`src/rtl/wm_pixel_sequencer.sv`:
```
// Frame sequencer for the soft watermark processor: fetches one image/watermark
// pixel pair, waits for a processor loop pass, then writes the result pixel.
module wm_pixel_sequencer #(
  parameter int unsigned NUM_PIX     = 19200,
  parameter int unsigned ADDR_W      = 15,
  parameter int unsigned TIMEOUT_CYC = 4096,
  parameter int unsigned SETTLE_CYC  = 2
) (
  input  logic              clk,
  input  logic              rst_n,
  input  logic              start,
  output logic              busy,
  output logic              done,
  output logic              err,
  output logic [ADDR_W-1:0] rd_addr,
  input  logic [11:0]       img_rdata,
  input  logic [11:0]       wm_rdata,
  output logic [11:0]       proc_image_pix,
  output logic [11:0]       proc_water_pix,
  input  logic [11:0]       proc_regout,
  input  logic [11:0]       proc_index,
  output logic              fb_we,
  output logic [ADDR_W-1:0] fb_addr,
  output logic [11:0]       fb_wdata
);

  localparam int unsigned TMO_W = (TIMEOUT_CYC > 1) ? $clog2(TIMEOUT_CYC) : 1;
  localparam int unsigned SET_W = (SETTLE_CYC > 1) ? $clog2(SETTLE_CYC) : 1;
  localparam logic [ADDR_W-1:0] LAST_PIX = ADDR_W'(NUM_PIX - 1);
  localparam logic [TMO_W-1:0]  TMO_LAST = TMO_W'(TIMEOUT_CYC - 1);
  localparam logic [SET_W-1:0]  SET_LAST = SET_W'(SETTLE_CYC - 1);

  typedef enum logic [3:0] {
    IDLE, READ, LATCH, WAIT_PROC, SETTLE, WRITE, NEXT, DONE, ERROR
  } state_t;

  state_t            state_q, state_d;
  logic [ADDR_W-1:0] pix_cnt;
  logic [TMO_W-1:0]  tmo_cnt;
  logic [SET_W-1:0]  settle_cnt;
  logic [11:0]       idx_ref;

  always_comb begin
    state_d = state_q;
    case (state_q)
      IDLE:      if (start) state_d = READ;
      READ:      state_d = LATCH;
      LATCH:     state_d = WAIT_PROC;
      // Inequality rather than magnitude so the 4095 -> 0 wrap counts as a pass.
      WAIT_PROC: begin
        if (proc_index != idx_ref)
          state_d = (SETTLE_CYC == 0) ? WRITE : SETTLE;
        else if (tmo_cnt == TMO_LAST)
          state_d = ERROR;
      end
      SETTLE:    if (settle_cnt == SET_LAST) state_d = WRITE;
      WRITE:     state_d = NEXT;
      NEXT:      state_d = (pix_cnt == LAST_PIX) ? DONE : READ;
      DONE:      state_d = IDLE;
      ERROR:     state_d = IDLE;
      default:   state_d = IDLE;
    endcase
  end

  always_ff @(posedge clk) begin
    if (!rst_n) begin
      state_q        <= IDLE;
      pix_cnt        <= '0;
      tmo_cnt        <= '0;
      settle_cnt     <= '0;
      idx_ref        <= '0;
      proc_image_pix <= '0;
      proc_water_pix <= '0;
      err            <= 1'b0;
    end else begin
      state_q <= state_d;
      case (state_q)
        IDLE: begin
          if (start) begin
            pix_cnt <= '0;
            err     <= 1'b0;
          end
        end
        LATCH: begin
          proc_image_pix <= img_rdata;
          proc_water_pix <= wm_rdata;
          idx_ref        <= proc_index;
          tmo_cnt        <= '0;
        end
        WAIT_PROC: begin
          tmo_cnt    <= tmo_cnt + 1'b1;
          settle_cnt <= '0;
          if (state_d == ERROR) err <= 1'b1;
        end
        SETTLE: settle_cnt <= settle_cnt + 1'b1;
        NEXT:   if (pix_cnt != LAST_PIX) pix_cnt <= pix_cnt + 1'b1;
        default: ;
      endcase
    end
  end

  // The pixel counter doubles as both ROM read address and framebuffer address.
  always_comb begin
    busy     = !(state_q inside {IDLE, DONE, ERROR});
    done     = (state_q == DONE);
    fb_we    = (state_q == WRITE);
    rd_addr  = pix_cnt;
    fb_addr  = pix_cnt;
    fb_wdata = fb_we ? proc_regout : '0;
  end

endmodule

```
`config.mk`:
```
export PLATFORM = sky130hd
export DESIGN_NAME = wm_pixel_sequencer
export DESIGN_NICKNAME = d
export VERILOG_FILES = /design/src/rtl/wm_pixel_sequencer.sv
export SDC_FILE = /design/constraint.sdc
export NUM_CORES = 1
export LEC_CHECK = 0
export ABC_AREA = 1
export CAP_MARGIN = 10
export CORE_MARGIN = 2
export CORE_UTILIZATION = 46
export DETAILED_ROUTE_END_ITERATION = 7
export PLACE_DENSITY = 0.82
export SYNTH_ARGS = -nofsm -noshare
export SYNTH_HDL_FRONTEND = slang
export SYNTH_SLANG_ARGS = --single-unit
```
`constraint.sdc`:
```
create_clock -name clk -period 2.05 [get_ports clk]
set_input_delay 0.3075 -clock clk [delete_from_list [all_inputs] [get_ports clk]]
set_output_delay 0.3075 -clock clk [all_outputs]
set_load 0.03 [all_outputs]
```
== Word level (Yosys, flattened, before mapping) ==
Cells that the tools add are included.

* Bits in registers: 69

* Reductions and logical operators: 9
* Add/subtract/negate cells: 3
* Equal/unequal tests: 16
* Muxes and demuxes: 15

{| class="wikitable"
|+ Operators by type and width
! operator !! number
|-
| $mux 15 || 2
|-
| $pmux 15 s2 || 1
|-
| $pmux 4 s7 || 1
|-
| $pmux 12 s2 || 1
|-
| $eq 4x3->1 const B || 4
|-
| $mux 4 || 4
|-
| $add 15x1->15 const B || 1
|-
| $eq 15x15->1 const B || 1
|-
| $ne 15x15->1 const B || 1
|-
| $add 12x1->12 const B || 1
|-
| $eq 12x12->1 const B || 1
|-
| $mux 12 || 1
|-
| $ne 12x12->1 || 1
|-
| $eq 4x2->1 const B || 2
|-
| $eq 4x4->1 const B || 2
|-
| $reduce_bool 2->1 || 4
|-
| $ne 2x2->1 const B || 3
|-
| $reduce_and 3->1 || 2
|-
| $eq 4x1->1 const B || 1
|-
| $logic_not 4->1 || 1
|-
| $pmux 1 s2 || 2
|-
| $mux 3 || 1
|-
| $reduce_bool 3->1 || 1
|-
| $mux 1 || 2
|-
| other kinds (2) || 2
|}

== Logic depth before layout (Yosys ltp) ==
Gate-level depths: netlist of run 1.

* Depth in word-level cells: 7
* Mapped depth: 11

== Least setup slack after synthesis of run 1 ==
Ideal clock, no wire load.

* Path kind: register to register
* From: register pix_cnt[0] (netlist: fb_addr[0])
* To: register pix_cnt[0] (netlist: fb_addr[0])
* Required time: 1.932 ns
* Stages on the path, launching flop included: 10
* Slack: 0.200 ns
* Data arrival time: 1.733 ns
* Library setup time: 0.118 ns
* Path through: dfxtp_1 -> ha_1 -> nand3_2 -> nor2_4 -> nand2_2 -> nand2_2 -> nand2_2 -> buf_6 -> o21ai_0 -> nor2_1

* Cells in the longest elaborated chain, start to end: 3
* Elaborated cells between the ends (all ways): 6
* Those cells by class: 1 x add/sub; 2 x eq/ne; 2 x mux; 1 x reduce/logical

{| class="wikitable"
|+ Ends and longest elaborated chain
! item !! RTL line !! RTL
|-
| start: declaration || 38 || <nowiki>logic [ADDR_W-1:0] pix_cnt;</nowiki>
|-
| start signal: assignment || 96 || <nowiki>NEXT: if (pix_cnt != LAST_PIX) pix_cnt <= pix_cnt + 1'b1;</nowiki>
|-
| $add 15x1->15 or $ne 15x15->1 (tied branches) || 96 ||
|-
| $mux 15 or $ne 2x2->1 (tied branches) || - ||
|-
| $pmux 15 s2 or $reduce_and 3->1 (tied branches) || - ||
|}

Several ways; a longest one is shown, not always the timed one. The select of a mux whose other input is x is not followed.
A chain may end at the register's enable or synchronous reset.

== Worst setup path after layout of run 1 ==
* From: register state_q[2]
* To: output port fb_wdata[10]

* Cells in the longest elaborated chain, start to end: 2

{| class="wikitable"
|+ Ends and longest elaborated chain
! item !! RTL line !! RTL
|-
| start: declaration || 37 || <nowiki>state_t state_q, state_d;</nowiki>
|-
| start signal: assignment || 76 || <nowiki>state_q <= state_d;</nowiki>
|-
| $eq 4x3->1 || 106 || <nowiki>fb_we = (state_q == WRITE);</nowiki>
|-
| $mux 12 || 109 || <nowiki>fb_wdata = fb_we ? proc_regout : '0;</nowiki>
|-
| end: declaration || 24 || <nowiki>output logic [11:0] fb_wdata</nowiki>
|}

Every way passes these cells.

==> results of run 1 <==
## stage by stage
stage / total power [µW] / hold WS (ns) / setup WS [ns] / instances / instance area [µm²]
floorplan: 2077 / 0.4336 / 0.2000 / 538 / 3528
global placement: 2391 / 0.4496 / 0.2937 / 733 / 4691
detailed placement: 2417 / 0.4579 / 0.2584 / 733 / 4691
CTS: 3530 / 0.4685 / 0.1283 / 749 / 4887
global route: 3680 / 0.4991 / 0.01494 / 749 / 4887
finish: 3508 / 0.4667 / 0.1370 / 749 / 4887
## per-layer routing
metal | wire length [µm] | up-vias | track usage
met5 | 0 | - | 0
met4 | 225 | 0 | 0.1111
met3 | 625 | 21 | 0.06722
met2 | 4257 | 119 | 0.3799
met1 | 3713 | 1619 | 0.2526
li1 | - | 1887 | -
## cell usage in the layout, fill, tap and decap left out
master           instances
dfxtp_1                 69
clkinv_2                 2
o21ai_0                 49
nand4_1                  6
bufinv_16                1
a21oi_4                  1
buf_4                   21
xor2_1                   2
clkbuf_8                10
a211oi_1                 2
nor2_4                   2
nor3_1                   5
a221oi_1                 1
clkinvlp_4               3
inv_1                   65
dlygate4sd2_1            3
nor2_1                 116
or2_2                    3
nor3_4                   1
a31oi_1                  1
ha_1                     2
xnor2_1                  4
inv_2                    2
clkdlybuf4s50_1        105
clkinv_1                 1
nand2_2                  5
o21bai_1                 1
nand3_1                 25
nand2_1                101
nand3_2                  1
nand3b_1                 5
a21oi_1                 34
nor2_2                   1
## how the worst max path moves through the flow
stage,start,to,slack [ns]
finish,state_q[2]$_SDFF_PN0_,fb_wdata[10],0.14
global route,state_q[3]$_SDFF_PN0_,fb_wdata[10],0.01
CTS,state_q[2]$_SDFF_PN0_,fb_wdata[10],0.13
detailed placement,state_q[0]$_SDFF_PN0_,done,0.26
global placement,state_q[2]$_SDFF_PN0_,fb_we,0.29
floorplan,fb_addr[0]$_SDFFE_PN0P_,fb_addr[0]$_SDFFE_PN0P_,0.20
## where the power goes
group	total, µW	internal (µW)	switching (µW)
sequential	1520	1450	69.1
combinational	856	361	495
clock	1130	590	540
## cell type report
cell class,instances,area (µm²)
clock inverters,6,62.56
clock buffers,10,137.6
flip-flops and latches,69,1381
fillers,609,2444
multi-input cells,368,1692
well taps,99,123.9
repair buffers,129,1235
inverters,68,255.2
## cells by family (layout without fill, tap and decap cells)
| logic type | count (synthesis) | after routing | share of synthesized area |
|---|---|---|---|
| buffers and inverters | 101 | 213 | 0.1291 |
| and+or+nand+nor | 271 | 271 | 0.3245 |
| AOI/OAI and AO/OA | 89 | 89 | 0.1330 |
| xor gates and xnor gates | 6 | 6 | 0.01489 |
| DFF | 69 | 69 | 0.3915 |
| adders and majority gates | 2 | 2 | 0.007091 |
## sequential cells by signal (all words and copies together), names as in the netlist
signal / cells
idx_ref: 12
settle_cnt: 1
state_q: 4
err: 1
tmo_cnt: 12
proc_water_pix: 12
fb_addr: 15
proc_image_pix: 12
## worst reg2reg max path: cells and delay by family, from the launching register on
family	cells	cell delay [ns]
DFF	1	0.39
and+or+nand+nor	6	0.62
adders and majority gates	1	0.33
AOI/OAI and AO/OA	1	0.33
==> impl_metrics.csv, run 1 <==
group,metric,value,unit
hold_path,hold_start,"idx_ref[10]$_SDFFE_PN0P_",
layout,syn2layout_area_growth,38.51,%
worst_setup_path,cp_max_fo,13,
die,initial_utilization,0.4813,
worst_setup_path,cp_cell_sequence,"nand2_1 > inv_1 > nand3_1 > buf_4 > nor2_1 > buf_4",
worst_setup_path,r2r_start,"fb_addr[1]$_SDFFE_PN0P_",
die,dieHeight,91.58,µm
worst_setup_path,worstPathArrival,1.61,ns
die,pin_count,121,
global_routing,grt_start_max_net_pins,31,
clock_network,clkLatencyLatePin,0.35,ns
logic_synthesis,synth_largest_area_cell,"dfxtp_1",
logic_synthesis,synth_cell_type_count,31,
worst_setup_path,cpMostUsedCell,"buf_4",
worst_setup_path,r2r_cells,8,
worst_setup_path,crit_type,"reg2out",
detailed_routing,drt_first_pass_iters,4,
clock_network,clock-sinks,69,
global_routing,overflow,0,
worst_setup_path,critical_path_buf_inv_count,3,
layout,fin_util,0.6667,
clock_network,cts_resized,3,
hold_path,hold_end,"idx_ref[10]$_SDFFE_PN0P_",
logic_synthesis,synth_async_sr_flop_share,0,
logic_synthesis,synth_top_area_share,0.3915,
clock_network,cts_tree,"built",
clock_network,cts_max_path_buffers,2,
power,power.leakage,0.002023,µW
logic_synthesis,synth_area_leaders,"dfxtp_1, nor2_1, nand2_1",
detailed_routing,ant_nets,0,
global_routing,antenna_found_initial,0,
logic_synthesis,syn_area,3528,µm²
die,die_area,8387,µm²
layout,drive_gt1_frac,0.08154,
clock_network,clkTransAtPathRegs,0.07,ns
clock_network,cts_setup_buffers,0,
clock_network,cts_root_buf,"clkbuf_8",
detailed_routing,drt_wl_total,8822,µm
worst_setup_path,cp_top_family,"buffers and inverters",
timing,period_share,0.9332,
global_routing,grt_pass1_wl,15310,µm
timing,finalSetupTns,0,ns
die,coreArea,7331,µm²
timing,worst_slew_pin_slew,0.4965,ns
timing,skew,0.007442,ns
power,vdd_drop_max,499.2,µV
power,power_density,717.8,nW/µm²
layout,nNetsFinal,698,
clock_network,cts_buffers,9,
worst_setup_path,cp.depth,6,
logic_synthesis,yosys-top-cells-count,"nor2_1, nand2_1, dfxtp_1",
timing,max_freq,522.7,MHz
worst_setup_path,cpPeakStageDelay,0.40,ns
worst_setup_path,crit_required,1.74,ns
global_routing,grt_pass1_vias,3556,
die,die-width,91.58,µm
timing,rsz0062_at_grt,"false",
worst_setup_path,crit_slowest_cell,"dfxtp_1",
timing,setup_violations,0,
logic_synthesis,synth_edf_count,0,
logic_synthesis,synth.most_common_cell,"nor2_1",
timing,slew_headroom,0.6685,
detailed_routing,dr_total_vias,3646,
detailed_routing,initialDrtViolationCount,149,
clock_network,htree_levels,3,
logic_synthesis,syn_nets,591,
placed_design,io_buffer_count,120,
placed_design,dp_hpwl,6618,µm
hold_path,hp-class,"reg2reg",
worst_setup_path,cp-end-kind,"output port",
logic_synthesis,yosysWarnings,0,
run_status,status,"finished, final reports clean",
logic_synthesis,syn-mean-instance-area,6.558,µm²
timing,period_needed,1.913,ns
global_routing,grtUsageTotal,0.2234,
placed_design,finalWeightedCongestion,0.9265,
clock_network,ctsHoldBuffers,0,
job,maxCapViolations,0,
logic_synthesis,ys_seq_area_frac,0.3915,
detailed_routing,post-route-drc-count,0,
die,fp-row-count,31,
worst_setup_path,reg2reg_slack,0.27,ns
hold_path,min_path_cells,2,
worst_setup_path,crit_path_start_kind,"register",
layout,antennaDiodeCount,0,
logic_synthesis,syn_inst,538,
detailed_routing,vias_per_cell,4.868,
logic_synthesis,ys_seq_elements,69,
worst_setup_path,r2r-end,"fb_addr[14]$_SDFFE_PN0P_",
logic_synthesis,synth_ff_type,"dfxtp_1",
timing,finalHoldViolCount,0,
detailed_routing,wl_per_cell,11.78,µm
timing,slew_violations,0,
No activity file was read; power rests on OpenSTA's default activity.
==> run 2, diff against run 1 <==
--- a/config.mk
+++ b/config.mk
@@ -12,2 +12,3 @@
 export DETAILED_ROUTE_END_ITERATION = 7
+export MAX_ROUTING_LAYER = met4
 export PLACE_DENSITY = 0.82
==> constraint.sdc (replaced) <==
create_clock -name clk -period 2.05 [get_ports clk]
set_input_delay 0.41 -clock clk [delete_from_list [all_inputs] [get_ports clk]]
set_output_delay 0.41 -clock clk [all_outputs]
set_load 0.03 [all_outputs]
==> impl_metrics.csv, run 2 (synthesis results as in run 1) <==
group,metric,value,unit
run_status,status,"finished, final reports clean",
die,fp-row-count,31,
timing,finalSetupTns,0,ns
worst_setup_path,reg2reg_slack,0.19,ns
timing,finalHoldViolCount,0,
timing,worst_slew_pin_slew,0.5300,ns
die,coreArea,7331,µm²
clock_network,cts_max_path_buffers,2,
placed_design,dpl-instance-area,4673,µm²
timing,period_share,0.9762,
layout,antennaDiodeCount,0,
power,switchingPower,1076,µW
placed_design,dp.cells,731,
power,p_clk_frac,0.296,
timing,skew,0.007246,ns
worst_setup_path,cpPeakStageDelay,0.74,ns
worst_setup_path,crit_path_start_kind,"register",
detailed_routing,initialDrtViolationCount,186,
layout,syn2layout_area_growth,38.09,%
worst_setup_path,cp_cell_sequence,"clkdlybuf4s50_1",
timing,slew_headroom,0.6461,
clock_network,clkTransAtPathRegs,0.07,ns
hold_path,hp-class,"reg2reg",
global_routing,grt_pass1_wl,15240,µm
timing,slew_violations,0,
global_routing,overflow,0,
power,total_power,3392,µW
hold_path,hold_start,"idx_ref[10]$_SDFFE_PN0P_",
global_routing,grt_start_max_net_pins,44,
worst_setup_path,crit_type,"reg2out",
layout,fin_util,0.6646,
layout,nFillCells,631,
hold_path,min_path_cells,2,
global_routing,grt_pass1_vias,3479,
timing,rsz0062_at_grt,"false",
clock_network,clkLatencyLatePin,0.34,ns
timing,max_freq,499.7,MHz
placed_design,io_buffer_count,120,
worst_setup_path,worstPathArrival,1.59,ns
clock_network,clock-sinks,69,
die,initial_utilization,0.4813,
worst_setup_path,r2r-end,"fb_addr[14]$_SDFFE_PN0P_",
global_routing,antenna_found_initial,0,
layout,instances_no_fill,748,
detailed_routing,post-route-drc-count,0,
power,power_frac_comb,0.253,
detailed_routing,dr_total_vias,3641,
timing,setup_violations,0,
layout,largest_reg_flops,15,
power,p_seq_frac,0.451,
worst_setup_path,r2r_cells,8,
die,dieHeight,91.58,µm
placed_design,dp_hpwl,6606,µm
power,power.leakage,0.002021,µW
timing,period_needed,2.001,ns
clock_network,ctsHoldBuffers,0,
detailed_routing,wl_per_cell,12.39,µm
detailed_routing,ant_nets,0,
clock_network,cts_root_buf,"clkbuf_8",
power,power_density,696.3,nW/µm²
worst_setup_path,cp_top_family,"buffers and inverters",
die,pin_count,121,
power,switching_share,0.3173,
clock_network,htree_levels,3,
detailed_routing,drt_wl_total,9270,µm
clock_network,cts_buffers,9,
clock_network,cts_setup_buffers,0,
power,cellInternalPower,2316,µW
power,vdd_drop_max,509.2,µV
placed_design,finalWeightedCongestion,0.9171,
detailed_routing,vias_per_cell,4.868,
die,die_area,8387,µm²
layout,mostFrequentLayoutCells,"nor2_1, clkdlybuf4s50_1, nand2_1",
layout,layout.cells.most_common,"nor2_1",
job,maxCapViolations,0,
layout,multi_input_area,1722,µm²
detailed_routing,drt_first_pass_iters,4,
worst_setup_path,r2r_start,"fb_addr[1]$_SDFFE_PN0P_",
die,die-width,91.58,µm
worst_setup_path,cp-end-kind,"output port",
layout,nNetsFinal,697,
layout,regArea,1383,µm²
worst_setup_path,crit_required,1.64,ns
clock_network,cts_tree,"built",
worst_setup_path,crit_slowest_cell,"clkdlybuf4s50_1",
worst_setup_path,cp.depth,1,
worst_setup_path,critical_path_buf_inv_count,1,
layout,drive_gt1_frac,0.08166,
hold_path,hold_end,"idx_ref[10]$_SDFFE_PN0P_",
worst_setup_path,cp_max_fo,7,
layout,design_area,4872,µm²
global_routing,grtUsageTotal,0.2272,
run 2: power by group through the flow:
stage	Sequential, µW	Combinational, µW	Clock, µW
after detailed placement	1550	857	0
after global routing	1540	946	1080
after CTS	1520	857	1020
after global placement	1550	839	0
final	1530	858	1010
after floorplan	1690	388	0
run 2: layer usage:
| metal | routed length [µm] | part of all wire | GRT usage | vias to the layer above |
|---|---|---|---|---|
| li1 | - | - | - | 1889 |
| met1 | 4089 | 0.44 | 0.2773 | 1609 |
| met2 | 4356 | 0.47 | 0.3597 | 120 |
| met3 | 563 | 0.061 | 0.04647 | 23 |
| met4 | 261 | 0.028 | 0.1061 | 0 |
| met5 | 0 | 0 | - | - |
run 2: layout make-up:
class                           count  share of cell area
Timing Repair Buffer              127              0.2499
Inverter                           68             0.05239
Multi-Input combinational cell    369              0.3534
Tap cell                           99             0.02542
Clock inverter                      1            0.001027
Clock buffer                       15             0.03416
Sequential cell                    69              0.2838
run 2: stage by stage:
stage               setup WS, ns  hold slack (ns)
floorplan                 0.2000           0.4336
global placement          0.2353           0.4513
detailed placement        0.1737           0.4624
CTS                     0.002762           0.4733
global route            0.001148           0.4891
finish                   0.04870           0.4694
run 2: what timing repair did:
action                     4_1_cts  5_1_grt
cloned                           0        1
setup endpoints to repair       15       17
gates resized for setup          3        7
run 2: worst max path at each step:
stage,slack (ns),endpoint,startpoint
2_1_floorplan,0.20,fb_addr[0]$_SDFFE_PN0P_,fb_addr[0]$_SDFFE_PN0P_
3_3_place_gp,0.24,done,state_q[0]$_SDFF_PN0_
3_5_place_dp,0.17,busy,state_q[3]$_SDFF_PN0_
4_1_cts,0.003,fb_wdata[0],state_q[2]$_SDFF_PN0_
5_1_grt,0.001,done,state_q[0]$_SDFF_PN0_
6_report,0.05,rd_addr[2],fb_addr[2]$_SDFFE_PN0P_
run 2: worst reg2reg max path, stage by stage (launching register included):
cell and delay (ns):
dfxtp_1 0.40, ha_1 0.34, nand3_2 0.16, nor2_4 0.16, nand2_2 0.09, a21oi_4 0.36
nor2_1 0.10, nor2_1 0.09, nor2_1 0.04
==> run 3, diff against run 2 <==
Settings changed: REMOVE_ABC_BUFFERS from default to 1.
==> impl_metrics.csv, run 3 (synthesis results as in run 1) <==
group,metric,value,unit
clock_network,ctsHoldBuffers,0,
die,dieHeight,91.58,µm
power,power_frac_comb,0.240,
global_routing,grt_pass1_vias,3524,
clock_network,cts_setup_buffers,0,
clock_network,htree_levels,3,
die,die-width,91.58,µm
power,cellInternalPower,2559,µW
detailed_routing,ant_nets,0,
worst_setup_path,crit_slowest_cell,"clkdlybuf4s50_1",
power,power_density,749.8,nW/µm²
worst_setup_path,cp_max_fo,7,
worst_setup_path,cp_top_family,"buffers and inverters",
run_status,status,"finished, final reports clean",
clock_network,clkTransAtPathRegs,0.08,ns
detailed_routing,initialDrtViolationCount,166,
die,initial_utilization,0.4813,
worst_setup_path,cp_cell_sequence,"clkdlybuf4s50_1",
placed_design,io_buffer_count,120,
detailed_routing,dr_total_vias,3711,
timing,setup_violations,0,
worst_setup_path,crit_type,"reg2out",
worst_setup_path,worstPathArrival,1.56,ns
clock_network,clkLatencyLatePin,0.34,ns
global_routing,antenna_found_initial,0,
timing,finalHoldViolCount,0,
power,p_clk_frac,0.349,
layout,mostFrequentLayoutCells,"nor2_1, clkdlybuf4s50_1, nand2_1",
layout,layout.cells.most_common,"nor2_1",
placed_design,finalWeightedCongestion,0.9449,
power,p_seq_frac,0.410,
clock_network,cts_resized,2,
die,fp-row-count,31,
global_routing,grt_pass1_wl,15380,µm
clock_network,cts_max_path_buffers,2,
layout,nNetsFinal,698,
detailed_routing,wl_per_cell,12.23,µm
power,switching_share,0.3100,
placed_design,dp_hpwl,6806,µm
detailed_routing,drt_first_pass_iters,5,
timing,period_share,0.9591,
global_routing,overflow,0,
die,coreArea,7331,µm²
worst_setup_path,crit_required,1.64,ns
timing,slew_violations,0,
layout,drive_gt1_frac,0.08615,
layout,largest_reg_flops,15,
power,switchingPower,1150,µW
hold_path,hp-class,"reg2reg",
clock_network,clock-sinks,69,
detailed_routing,vias_per_cell,4.955,
worst_setup_path,crit_path_start_kind,"register",
timing,skew,0.008525,ns
die,pin_count,121,
power,total_power,3709,µW
global_routing,grtUsageTotal,0.2316,
clock_network,cts_root_buf,"clkbuf_8",
die,die_area,8387,µm²
detailed_routing,post-route-drc-count,0,
layout,antennaDiodeCount,0,
worst_setup_path,critical_path_buf_inv_count,1,
timing,max_freq,508.6,MHz
timing,rsz0062_at_grt,"false",
timing,period_needed,1.966,ns
timing,worst_slew_pin_slew,0.4858,ns
power,vdd_drop_max,491.3,µV
global_routing,grt_start_max_net_pins,29,
timing,finalSetupTns,0,ns
worst_setup_path,cp-end-kind,"output port",
layout,syn2layout_area_growth,40.21,%
timing,whs,0.4723,ns
power,power.leakage,0.002078,µW
clock_network,cts_buffers,9,
clock_network,cts_tree,"built",
job,maxCapViolations,0,
detailed_routing,drt_wl_total,9164,µm
timing,slew_headroom,0.6751,
worst_setup_path,cpPeakStageDelay,0.73,ns
run 3: cell types whose count changed in the layout (fill, tap and decap cells not counted), sizes merged, moves of 2 or more:
cell	before	now
bufinv	0	2
buf	20	23
clkbuf	16	10
inv	67	69
run 3: area by class of cell:
class,count,area [µm²]
clock buffers,10,137.6
well taps,99,123.9
repair buffers,129,1251
multi-input cells,368,1704
inverters,68,255.2
clock inverters,6,93.84
fillers,621,2384
flip-flops and latches,69,1381
run 3: path summary, 6_finish.rpt:
kind | start | to | slack (ns) | depth (start not counted)
setup / recovery | fb_addr[2]$_SDFFE_PN0P_ | rd_addr[2] | 0.08 | 1
hold / removal | tmo_cnt[6]$_SDFFE_PN0P_ | tmo_cnt[6]$_SDFFE_PN0P_ | 0.47 | 1
setup reg to reg | fb_addr[1]$_SDFFE_PN0P_ | fb_addr[14]$_SDFFE_PN0P_ | 0.32 | 8
hold reg to reg | tmo_cnt[6]$_SDFFE_PN0P_ | tmo_cnt[6]$_SDFFE_PN0P_ | 0.47 | 1
run 3: stage by stage:
| stage | setup WS [ns] | cell area (µm²) | util | cells |
|---|---|---|---|---|
| floorplan | -0.06273 | 3328 | - | 505 |
| global route | 0.002652 | 4947 | 0.6749 | 749 |
| detailed placement | 0.2145 | 4698 | 0.6409 | 733 |
| finish | 0.08385 | 4947 | 0.6749 | 749 |
| global placement | 0.2669 | 4698 | 0.6409 | 733 |
| CTS | 0.03025 | 4933 | 0.6730 | 749 |
run 3: layer usage:
metal / wire length (µm) / track usage / share of wire / vias to the layer above
met1: 3856 / 0.2570 / 0.42 / 1692
met4: 196 / 0.1086 / 0.021 / 0
li1: - / - / - / 1893
met2: 4639 / 0.4044 / 0.51 / 110
met5: 0 / - / 0 / -
met3: 470 / 0.03734 / 0.051 / 16
run 3: power groups by stage:
stage | clock network, µW | logic (µW) | registers (µW)
after floorplan | 0 | 332 | 1700
after global placement | 0 | 868 | 1540
after detailed placement | 0 | 890 | 1550
after CTS | 1310 | 896 | 1520
after global routing | 1380 | 972 | 1540
final | 1300 | 891 | 1520
